## src/rtl/spi_reg_bridge.sv

```systemverilog
// Command/register layer behind the 16-bit SPI slave transceiver.
// It decodes two-word write/read transactions into 8 control and 8 status registers.
`timescale 1ns/1ps

// state    | meaning
// IDLE     | waiting for a command word
// WR_DATA  | write command accepted, waiting for the data word
// RD_DUMMY | read response loaded, discarding the master's second word
module spi_reg_bridge (
    input  logic         clk,
    input  logic         rst_n,
    input  logic         spi_cs_n,
    input  logic         spi_clk_error,
    input  logic         rx_data_ready,
    input  logic [15:0]  rx_data,
    output logic         tx_data_ready,
    output logic [15:0]  tx_data,
    input  logic [127:0] status_in,
    output logic [127:0] ctrl_regs,
    output logic         wr_strobe,
    output logic [2:0]   wr_addr,
    output logic         frame_error
);

    typedef enum logic [1:0] {
        IDLE     = 2'd0,
        WR_DATA  = 2'd1,
        RD_DUMMY = 2'd2
    } state_t;

    state_t      state;
    logic        cs_meta;
    logic        cs_n_s;
    logic [3:0]  addr_q;
    logic        abort;
    logic        cmd_bad;
    logic [6:0]  cmd_base;
    logic [6:0]  wr_base;
    logic [15:0] rd_value;

    always_ff @(posedge clk or negedge rst_n) begin
        if (!rst_n) begin
            cs_meta <= 1'b1;
            cs_n_s  <= 1'b1;
        end else begin
            cs_meta <= spi_cs_n;
            cs_n_s  <= cs_meta;
        end
    end

    // A deselected or clock-lost link keeps the FSM parked in IDLE.
    assign abort    = cs_n_s | spi_clk_error;
    assign cmd_bad  = |rx_data[14:4];
    assign cmd_base = {rx_data[2:0], 4'b0000};
    assign wr_base  = {addr_q[2:0], 4'b0000};

    always_comb begin
        rd_value = ctrl_regs[cmd_base +: 16];
        if (rx_data[3])
            rd_value = status_in[cmd_base +: 16];
    end

    always_ff @(posedge clk or negedge rst_n) begin
        if (!rst_n) begin
            state         <= IDLE;
            addr_q        <= 4'h0;
            ctrl_regs     <= '0;
            tx_data       <= 16'h0000;
            tx_data_ready <= 1'b0;
            wr_strobe     <= 1'b0;
            wr_addr       <= 3'd0;
            frame_error   <= 1'b0;
        end else begin
            tx_data_ready <= 1'b0;
            wr_strobe     <= 1'b0;
            frame_error   <= 1'b0;
            if (abort) begin
                state <= IDLE;
            end else if (rx_data_ready) begin
                case (state)
                    IDLE: begin
                        if (cmd_bad) begin
                            frame_error <= 1'b1;
                        end else if (rx_data[15]) begin
                            tx_data       <= rd_value;
                            tx_data_ready <= 1'b1;
                            state         <= RD_DUMMY;
                        end else begin
                            addr_q        <= rx_data[3:0];
                            tx_data       <= 16'hA500 | {12'h000, rx_data[3:0]};
                            tx_data_ready <= 1'b1;
                            state         <= WR_DATA;
                        end
                    end
                    WR_DATA: begin
                        if (!addr_q[3]) begin
                            ctrl_regs[wr_base +: 16] <= rx_data;
                            wr_strobe                <= 1'b1;
                            wr_addr                  <= addr_q[2:0];
                        end else begin
                            frame_error <= 1'b1;
                        end
                        state <= IDLE;
                    end
                    RD_DUMMY: state <= IDLE;
                    default:  state <= IDLE;
                endcase
            end
        end
    end

endmodule

```

## config.mk

```make
export PLATFORM = sky130hd
export DESIGN_NAME = spi_reg_bridge
export DESIGN_NICKNAME = d
export VERILOG_FILES = /design/src/rtl/spi_reg_bridge.sv
export SDC_FILE = /design/constraint.sdc
export NUM_CORES = 1
export LEC_CHECK = 0
export ABC_AREA = 1
export CAP_MARGIN = 10
export CORE_MARGIN = 2
export CORE_UTILIZATION = 35
export CTS_CLUSTER_SIZE = 12
export DETAILED_ROUTE_END_ITERATION = 6
export PLACE_DENSITY = 0.61
export SLEW_MARGIN = 20
export SYNTH_ARGS = -nofsm -noshare
export SYNTH_HDL_FRONTEND = slang
export SYNTH_SLANG_ARGS = --single-unit
```

## constraint.sdc

```tcl
create_clock -name clk -period 2.6 [get_ports clk]
set_input_delay 0.26 -clock clk [delete_from_list [all_inputs] [get_ports clk]]
set_output_delay 0.26 -clock clk [all_outputs]
set_load 0.02 [all_outputs]
```

### Word-level counts from Yosys, hierarchy flattened

Index checks and enable logic that the tools add are counted.

| storage, ports and cells | value |
|---|---|
| latch bits | 0 |
| RAM bits | 0 |
| logic and storage cells | 50 |
| output and inout bits | 150 |
| bits of input ports | 149 |
| register bits after elaboration | 158 |
| memories kept | 0 |
| ROM bits | 0 |

| operators by class | value |
|---|---|
| $add $sub $neg | 1 |
| mux-type cells | 21 |
| divide/modulo/power cells | 0 |
| order comparisons | 0 |
| equal/unequal tests | 2 |
| bitwise gates (word level) | 5 |
| reduce and logical (&&, ||, !) cells | 7 |
| shift-type cells | 4 |
| $mul | 0 |

Operator list:

| kind | number |
|---|---|
| 128-bit by 8-bit indexed part select with 16-bit output | 2 |
| 128-bit bitwise mux | 1 |
| 16-bit by 9-bit variable shift with 128-bit output, first input constant | 1 |
| 16-bit by 9-bit indexed part select with 128-bit output | 1 |
| 16-bit 2-to-1 mux | 2 |
| 1-bit 2-to-1 mux | 12 |
| 11-bit OR reduction | 1 |
| 2-bit 2-to-1 mux | 5 |
| 7-bit negator with 9-bit output | 1 |
| 4-bit AND reduction | 2 |
| 5-bit AND reduction | 1 |
| 1-bit inverter | 4 |
| 3-bit != test, second input constant | 1 |
| 2-bit by 1-bit equality test with 1-bit output, second input constant | 1 |
| 2-bit zero test | 1 |
| 1-bit case mux with 2 select lines | 1 |
| 2-bit AND reduction | 1 |
| 2-bit nonzero test | 1 |
| 1-bit OR | 1 |

### Logic depth before layout (Yosys ltp)

| logic depth | value |
|---|---|
| depth after elaboration | 5 |
| gate-level depth with buffers | 13 |
| depth with buffers taken out | 11 |

### Least setup slack after synthesis

OpenSTA, ideal clock, no wires.

| path | value |
|---|---|
| path type | register to register |
| start | register addr_q[0] |
| end | register ctrl_regs[92] |
| path slack | 0.642 ns |
| buffers on the path | 2 |
| library setup time | 0.119 ns |
| stages on the path, launching flop included | 11 |
| data required time | 2.481 ns |
| arrival | 1.839 ns |
| period minus slack after synthesis | 1.958 ns |
| cells stage by stage | dfrtp_1 buf_4 inv_2 ha_1 ha_1 inv_2 nand3_4 nor2_4 buf_6 nand2_1 o21a_1 |

| on the way | value |
|---|---|
| word-level cells in the longest chain between the ends | 3 |
| elaborated cells between the ends (all ways) | 4 |
| those cells by class | 1 x add/sub; 2 x shift; 1 x mux |

RTL lines:

| element | RTL line | RTL |
|---|---|---|
| start: declaration | 34 | `logic [3:0] addr_q;` |
| start signal: assignment | 89 | `addr_q <= rx_data[3:0];` |
| 7-bit negator with 9-bit output (*) | 97 | `ctrl_regs[wr_base +: 16] <= rx_data;` |
| 16-bit by 9-bit indexed part select with 128-bit output / 16-bit by 9-bit variable shift with 128-bit output (equally long branches) | 97 |  |
| 128-bit bitwise mux (*) | 97 |  |
| end signal: indexed assignment | 97 |  |
| end: declaration | 19 | `output logic [127:0] ctrl_regs,` |

Every way passes the cells marked *; elsewhere a longest branch is shown, timed or not.
A chain may end at the register's enable or synchronous reset.

### Final worst setup path

| path | value |
|---|---|
| start | register addr_q[0] |
| end | register ctrl_regs[118] |

Same word-level chain as after synthesis.

==> results.md <==
- TritonCTS clock tree: done
- Detailed placer's ending HPWL: 28700 µm
- Clock share of power: 0.455
- Largest net degree at the start of global routing: 92
- Drt total wl: 38200 µm
- IO Count: 299
- Crit path max fanout: 14
- CTS buffer count: 17
- P_int: 4.45 mW
- Yosys cell types: 38
- Switching power: 1.54 mW
- FF-to-FF Start: addr_q[0]
- RSZ-0062 raised after global routing: no
- Area occupied by multi-input gates: 4070 µm²
- DR top layer: met4
- First-pass GRT wire length: 56100 µm
- Rows: 58
- Die area: 26600 µm²
- Number of synthesized register bits: 158
- FF+latch area: 3960 µm²
- Post-Synthesis Net Count: 1341
- Final setup viols: 0
- Total GRT Usage: 0.285
- Worst Path Arrival: 2750 ps
- Clk slew on worst S/H paths: 70 ps
- Clock Path Buffers: 2
- Compound-gate portion of the synthesized area: 0.170
- Initial antenna violation count: 1
- Average cell area after synthesis: 7.45 µm²
- Core area: 25000 µm²
- Sequential-to-total area share from yosys stat: 0.446
- Clock Sinks: 158
- Ys async rst share: 1.00
- Met2 routed WL: 17200 µm
- Period minus WS final: 2450 ps
- Outcome: finished clean
- Final ANT Viol Nets: 0
- Total number of vias: 9571
- Nets: 1619
- Top cell type by total area after synthesis: dfrtp_1
- TNS Setup: 0 ps
- Total congestion overflow: 0
- Simple-gate share of the synthesized area: 0.287
- Adder-Cell Fraction of Synth Area: 0.00282
- Most common flop cell mapped by yosys: dfrtp_1
- Final Cycle Share: 0.941
- Critical path type: flip-flop to flip-flop
- Net Sw Frac: 0.258
- Max-Cap Viols: 0
- RD Place Congestion: 0.931
- Chip Height: 163 µm
- Clock Skew: 10.5 ps
- Hold Path Class: input pin to flip-flop
- CTS H-Tree Depth: 4
- Vias in the first global route: 8913
- Largest cells by area after synthesis: dfrtp_1 44%, nand2_1 13%, o21ai_0 7.1%
- Rel. slew slack: 0.561
- Drt first-iter violations: 1025
- Drc violations: 0
- Leakage: 5.89 nW
- Main combinational cell family by area after synthesis: simple AND/OR/NAND/NOR gates
- WL met1: 17300 µm
- Initial Utilization: 0.354
- Post-synthesis instance total: 1190
- Met3 wire length: 3110 µm
- Final hold vios: 0
- Worst-margin pin slew: 658 ps
- Fill count: 2492
- PnR Total Power: 6.00 mW
- Gate power share: 0.135
- VDD IR max: 0.308 mV
- Post-synthesis xor/xnor area fraction: 0
- Via density: 5.28
- Seq pwr share: 0.411
- Area Overhead vs Synth: 45.2%
- Die X: 163 µm
- Port bufs: 298
- Yosys top cell area share: 0.440
- Multiplexer share of the synthesized area: 0
- Clock latency at the later pin of the worst-skew pair: 440 ps
- CP startpoint kind: flip-flop
- Slew Limit Fails: 0
- CP required: 2900 ps
- Synth warn: 0
- Min-Delay Startpoint: spi_cs_n
- Clock root buffer: clkbuf_16
- Power Density: 466 nW/µm²
- Drt wl/cell: 21.1 µm
- CP startpoint: addr_q[0]
- Fmax: 409 MHz
- Layout cells sized above 1: 0.0898
- Mapped cell area: 8870 µm²
- DRT Pass-1 Iters: 6
- Kind of end point of the critical path: flip-flop
- Post-synth EDFFs: 0
-- power by group through the flow --
stage	registers (mW)	logic, mW	clock network (mW)
after floorplan	2.51	0.326	0
after global placement	2.51	0.796	0
after detailed placement	2.51	0.795	0
after CTS	2.46	0.800	2.75
after global routing	2.46	0.871	2.86
final	2.46	0.807	2.73
-- cells in the final DEF (no fill, tap or decap), types with 22 or more instances in the layout --
cell             netlist  final
o22ai_1               22     22
nor2_1               130    130
o211ai_1              39     39
clkdlybuf4s50_1        0    295
o21ai_0              126    126
nand3_1              115    115
dfrtp_1              156    156
inv_1                 97     96
nand2_1              310    310
buf_4                  9     28
-- Yosys cell counts (4+ instances only) --
cell type	instances
buf_4	9
buf_2	30
nor2_2	5
nor2_1	130
o21a_1	21
o21ai_0	126
o211ai_1	39
nand2_1	310
o22ai_1	22
or2_2	4
o21ai_1	19
buf_1	7
inv_2	15
nand3_1	115
o21ai_2	19
dfrtp_1	156
buf_6	7
nand4_1	7
inv_1	97
clkbuf_1	23
nor2_4	5
-- cell type report --
type                            instances  area share
Inverter                              114      0.0336
Sequential cell                       158       0.307
Timing Repair Buffer                  335       0.262
Clock inverter                         13      0.0146
Multi-Input combinational cell        842       0.316
Tap cell                              330      0.0321
Antenna cell                            1    0.000194
Clock buffer                           19      0.0344
-- sequential cells by signal (all words and copies together), names as in the netlist --
signal and flops:
wr_addr 3, addr_q 4, wr_strobe 1, cs_meta 1
cs_n_s 1, state 2, tx_data 16, frame_error 1
ctrl_regs 128, tx_data_ready 1
-- path summary, 6_finish.rpt --
kind	to	slack [ps]	depth (start not counted)
worst max-delay path	ctrl_regs[118]	150	8
worst min-delay path	cs_meta	250	1
worst min register to register	cs_n_s	360	0
worst max register to register	ctrl_regs[118]	150	8
min in group asynchronous	tx_data[10]	380	2
max in group asynchronous	ctrl_regs[19]	1470	3
-- cell families (layout without fill, tap and decap cells) --
group	count (synthesis)	count (layout)
and+or+nand+nor	590	590
AOI/OAI and AO/OA	250	250
buffers and inverters	190	481
DFF	158	158
adders and majority gates	2	2
other	0	1
-- timing repair --
| action | in CTS | in global routing |
|---|---|---|
| setup buffers | 0 | 0 |
| hold buffers | 1 | 0 |
| resized for setup | 0 | 0 |
| endpoints found under the hold margin | 63 | 0 |
-- critical path, stage by stage (launching register included) --
cell     delay, ps
dfrtp_1        520
inv_2           70
ha_1           210
ha_1           420
inv_2          200
nand3_4        230
nor2_2         340
buf_4          230
o22ai_1         90
-- per-stage QoR --
step           instance area [µm²]  hold WS (ps)  utilization  worst slack, ps  cells
2_1_floorplan                 8870         -35.6            -              642   1190
3_3_place_gp                 12200           303        0.489              339   1778
3_5_place_dp                 12200           307        0.489              234   1778
4_1_cts                      12900           234        0.514              214   1811
5_1_grt                      12900           246        0.514             55.9   1812
6_report                     12900           248        0.514              152   1812
-- layer usage --
| layer | global-route usage | vias up |
|---|---|---|
| met5 | 0 | - |
| met4 | 0.0744 | 0 |
| met3 | 0.0536 | 36 |
| met2 | 0.430 | 470 |
| met1 | 0.419 | 4615 |
| li1 | - | 4450 |
No activity file was read; power rests on OpenSTA's default activity.
